## src/rtl/mandelbrot_pixel_engine.sv

```systemverilog
// Escape-time Mandelbrot renderer for a 160x120 frame: scans pixels in raster
// order, iterates z <- z^2 + c one step per cycle and emits one plot per pixel.
module mandelbrot_pixel_engine #(
  parameter int MAX_ITER = 16,
  parameter int WIDTH    = 18,
  parameter int FRAC     = 13,
  parameter int X_MIN    = -16384,
  parameter int Y_MIN    = -9216,
  parameter int STEP     = 154
) (
  input  logic       clk,
  input  logic       rst,
  input  logic       start,
  output logic       done,
  output logic [7:0] vga_x,
  output logic [6:0] vga_y,
  output logic [2:0] vga_colour,
  output logic       vga_plot
);

  localparam int PW = 2 * WIDTH;
  localparam logic signed [WIDTH-1:0] X_MIN_W = WIDTH'(X_MIN);
  localparam logic signed [WIDTH-1:0] Y_MIN_W = WIDTH'(Y_MIN);
  localparam logic signed [WIDTH-1:0] STEP_W  = WIDTH'(STEP);
  // |z|^2 > 4 in the product's 2*FRAC fixed-point scale
  localparam logic signed [PW:0]      ESC_LIM = (PW+1)'(1) << (2 * FRAC + 2);

  typedef enum logic [2:0] {IDLE, INIT, ITER, PLOT, DONE} state_t;

  state_t                   state;
  logic [7:0]               x;
  logic [6:0]               y;
  logic [7:0]               n;
  logic signed [WIDTH-1:0]  cr, ci, zr, zi;
  logic signed [WIDTH-1:0]  zr_next, zi_next;
  logic signed [PW-1:0]     zr_sq, zi_sq, zr_zi;
  logic signed [PW:0]       mag;
  logic                     escaped, at_cap;

  function automatic logic signed [WIDTH-1:0] shift_trunc(
    input logic signed [PW-1:0] v,
    input int                   sh
  );
    logic signed [PW-1:0] s;
    s = v >>> sh;
    return s[WIDTH-1:0];
  endfunction

  function automatic logic [2:0] colour_of(input logic [7:0] cnt);
    if (cnt == 8'(MAX_ITER)) return 3'd0;
    if (cnt[2:0] == 3'd0)    return 3'b111;
    return cnt[2:0];
  endfunction

  always_comb begin
    zr_sq   = PW'(zr) * PW'(zr);
    zi_sq   = PW'(zi) * PW'(zi);
    zr_zi   = PW'(zr) * PW'(zi);
    mag     = (PW+1)'(zr_sq) + (PW+1)'(zi_sq);
    escaped = (mag > ESC_LIM);
    at_cap  = (n == 8'(MAX_ITER));
    zr_next = shift_trunc(zr_sq - zi_sq, FRAC) + cr;
    // 2*zr*zi folded into a shift one bit shorter
    zi_next = shift_trunc(zr_zi, FRAC - 1) + ci;
  end

  always_ff @(posedge clk) begin
    if (rst) begin
      state      <= IDLE;
      done       <= 1'b0;
      vga_plot   <= 1'b0;
      vga_x      <= '0;
      vga_y      <= '0;
      vga_colour <= '0;
    end else begin
      vga_plot <= 1'b0;
      case (state)
        IDLE, DONE: begin
          if (start) begin
            state <= INIT;
            done  <= 1'b0;
            x     <= '0;
            y     <= '0;
            cr    <= X_MIN_W;
            ci    <= Y_MIN_W;
          end
        end
        INIT: begin
          zr    <= '0;
          zi    <= '0;
          n     <= '0;
          state <= ITER;
        end
        ITER: begin
          if (escaped || at_cap) begin
            state      <= PLOT;
            vga_plot   <= 1'b1;
            vga_x      <= x;
            vga_y      <= y;
            vga_colour <= colour_of(n);
          end else begin
            zr <= zr_next;
            zi <= zi_next;
            n  <= n + 8'd1;
          end
        end
        PLOT: begin
          if (x < 8'd159) begin
            x     <= x + 8'd1;
            cr    <= cr + STEP_W;
            state <= INIT;
          end else if (y < 7'd119) begin
            x     <= '0;
            cr    <= X_MIN_W;
            y     <= y + 7'd1;
            ci    <= ci + STEP_W;
            state <= INIT;
          end else begin
            state <= DONE;
            done  <= 1'b1;
          end
        end
        default: state <= IDLE;
      endcase
    end
  end

endmodule

```

## config.mk

```make
export PLATFORM = sky130hd
export DESIGN_NAME = mandelbrot_pixel_engine
export DESIGN_NICKNAME = d
export VERILOG_FILES = /design/src/rtl/mandelbrot_pixel_engine.sv
export SDC_FILE = /design/constraint.sdc
export NUM_CORES = 2
export LEC_CHECK = 0
export BUFFER_PORTS_ARGS = -buffer_cell sky130_fd_sc_hd__buf_2
export CORE_AREA = 2 2 324 326
export CTS_BUF_LIST = sky130_fd_sc_hd__clkbuf_4
export DETAILED_ROUTE_END_ITERATION = 7
export DIE_AREA = 0 0 326 328
export GPL_TIMING_DRIVEN = 0
export PLACE_DENSITY = 0.5
export SETUP_SLACK_MARGIN = 0.5
export SKIP_CTS_REPAIR_TIMING = 1
export SLEW_MARGIN = 0
export SYNTH_ARGS = -nofsm -noshare
export SYNTH_HDL_FRONTEND = slang
export SYNTH_SLANG_ARGS = --single-unit
```

## constraint.sdc

```tcl
create_clock -name clk -period 11 [get_ports clk]
set_input_delay 0.55 -clock clk [delete_from_list [all_inputs] [get_ports clk]]
set_output_delay 0.55 -clock clk [all_outputs]
set_load 0.02 [all_outputs]
```

==> impl_metrics.ini <==
[outcome]
status = complete, but fails checks
failed_checks = capacitance limit, slew limit

[logic_synthesis]
ys_async_sr_fraction_pct = 0
ys_warn_count = 0
synthDistinctLibCells = 80
synth-edff-count = 93
syn_area_sq_um = 41000
syn_avg_cell_area_sq_um = 9.08
yosysSeqAreaShare_pct = 7.93
synth_cells = 4520
synth_fp_nets = 5786
synthFlopType = edfxtp_1
ys_ff_latch = 116

[routing]
route.detailed.drc = 0
via_count = 30400
first_pass_iters = 6
drt_iter0_markers = 2417
ant_nets = 0
wl_per_cell_microns = 21.1
wirelength_mm = 127
vias_per_cell = 5.05

[global_routing]
grt_pass1_wl_mm = 191
grt_antenna_before_repair = 8
met3_usage_pct = 5.40
grt_usage_pct = 24.2
grt_max_degree = 45
busiest_layer = met2
grt_use_met2_pct = 37.7
grt-ovfl-total = 0
grt_pass1_vias = 31100
use_met1_pct = 32.7

[cts]
cts_tree = done
clk_path_buf_depth = 2
clockRootBuffer = clkbuf_4
clk_pin_slew_worst_paths_ns = 0.13
htree_num_levels = 4
cts_inserted_buffers = 17
clock_sinks = 116
clock_latency_ns = 0.72

[timing]
slew_headroom_pct = -32.4
hold_ws_ns = 0.186
worstMarginPinSlew_ns = 1.97
rsz0062_at_grt = no
min_period_ns = 10.20
setup_violations = 0
maxSlewViolCount = 24
hold_viol_final = 0
max_freq_mhz = 98.0
period_share_pct = 92.8
clock_skew_ns = 0.0383

[final_layout]
multiInputGateArea_sq_um = 33400
nets = 5879
syn2layout_area_growth_pct = 8.75
layout_common_cells = inv_1, fa_1, nand2_1
nFillCells = 10400
drive_above_1_share_pct = 7.54
final_common_cell = inv_1
regArea_sq_um = 3250

[critical_path]
crit_path_max_incr_delay_ns = 0.59
end_kind = flop
cp_max_fo = 10
crit_top_cell = fa_1
slowest_stage = or4_1
crit_required_ns = 11.45
setup.worst_path.class = flop to flop
arrival_ns = 10.65
start_kind = flop

[floorplan]
row_count = 118
dieArea_sq_um = 107000
die_w_microns = 326
fp.coreArea_sq_um = 103000
die_y_microns = 328
ios = 23
initial_core_util_pct = 39.8

[hold_path]
hold_class = primary input to flop

[placement]
dp_hpwl_mm = 105
io_buffers = 21
place.gp.congestion = 0.905

[run]
maxCapViolations = 2
[metrics by stage]
step / area (sq um) / instances / utilization (%) / setup slack [ns] / setup TNS [ns]
global placement: 42900 / 5921 / 41.5 / -3.33 / -171.35
global route: 44600 / 6011 / 43.2 / 0.433 / 0
detailed placement: 42900 / 5923 / 41.6 / -1.93 / -110.16
CTS: 43300 / 5955 / 41.9 / -2.02 / -115.42
floorplan: 41000 / 4520 / - / 1.24 / 0
finish: 44600 / 6013 / 43.3 / 0.797 / 0
[logic make-up (layout without fill, tap and decap cells)]
logic type / Yosys count / in the layout / share of synthesized area (%)
adder cells (fa/ha/maj): 1263 / 1263 / 54.4
XOR/XNOR: 217 / 217 / 4.66
flip-flops: 116 / 116 / 7.93
AND/OR/NAND/NOR: 1136 / 1137 / 13.0
buffers and inverters: 1308 / 1408 / 12.1
AO/OA/AOI/OAI: 472 / 477 / 7.72
other: 0 / 7 / 0
multiplexers: 8 / 8 / 0.201
[cell type report]
class	instances	area share [%]
antenna	7	0.0392
buffer	167	2.25
clock buffer	19	0.320
clock inverter	13	0.409
inverter	1141	9.65
multi-input combinational	3102	74.9
sequential	116	7.29
tap	1380	3.87
timing repair buffer	68	1.29
[final timing paths]
path	slack, ns	endpoint	depth (start not counted)	start
min reg2reg	0.48	vga_y[0]	2	vga_y[0]
max reg2reg	0.80	zr[16]	39	zi[5]
max	0.80	zr[16]	39	zi[5]
min	0.19	state[2]	4	start
[worst max-delay path: cells and delay by family, from the launching register on]
| kind | cells | cell delay (ns) |
|---|---|---|
| DFF | 1 | 0.48 |
| and+or+nand+nor | 8 | 1.75 |
| AOI/OAI and AO/OA | 12 | 2.34 |
| adders and majority gates | 9 | 3.99 |
| buffers and inverters | 8 | 0.93 |
| xor gates and xnor gates | 2 | 0.42 |
[metal layers]
metal	vias to the layer above	wire (microns)	part of all wire (%)
met4	2	4330	3.4
met3	108	9320	7.3
li1	13900	-	-
met1	15500	54500	43
met5	-	13	0.010
met2	899	58800	46
[cells in the mapped netlist, drive strengths merged (4+ instances only)]
| master | number | share of area, % |
|---|---|---|
| and4 | 4 | 0.085 |
| xor2 | 81 | 1.7 |
| nor2 | 241 | 2.2 |
| fa | 870 | 42 |
| and2 | 209 | 3.2 |
| o31a | 4 | 0.085 |
| or3 | 20 | 0.30 |
| nor4 | 6 | 0.12 |
| a31oi | 23 | 0.37 |
| o21bai | 23 | 0.42 |
| buf | 14 | 0.23 |
| nor3 | 40 | 0.49 |
| clkbuf | 153 | 1.4 |
| o2111ai | 9 | 0.19 |
| or2 | 7 | 0.11 |
| nand2 | 437 | 4.0 |
| a41oi | 5 | 0.11 |
| dfxtp | 23 | 1.1 |
| and3 | 22 | 0.34 |
| clkinv | 7 | 0.064 |
| nand3 | 58 | 0.71 |
| ha | 393 | 12 |
| xnor2 | 135 | 2.9 |
| a2111oi | 5 | 0.11 |
| o21ai | 84 | 1.0 |
| o311ai | 4 | 0.13 |
| inv | 1134 | 10 |
| nor3b | 6 | 0.11 |
| o21a | 20 | 0.37 |
| a31o | 6 | 0.13 |
| a21oi | 137 | 1.8 |
| o211ai | 13 | 0.24 |
| a211oi | 16 | 0.29 |
| a21o | 64 | 1.2 |
| o31ai | 26 | 0.60 |
| nand2b | 34 | 0.52 |
| mux2i | 6 | 0.15 |
| nor2b | 18 | 0.29 |
| nand4 | 25 | 0.38 |
| a211o | 4 | 0.085 |
| edfxtp | 93 | 6.8 |
| o41ai | 7 | 0.15 |
[state kept, by name (all words and copies together) (netlist names), 8 cells and up]
name,flops
ci,17
cr,17
n,8
vga_x,8
x,8
zi,18
zr,18
Power is left out: the tool's default activity adds up to more than one toggle a clock period on the data nets, which glitch-free logic cannot reach.
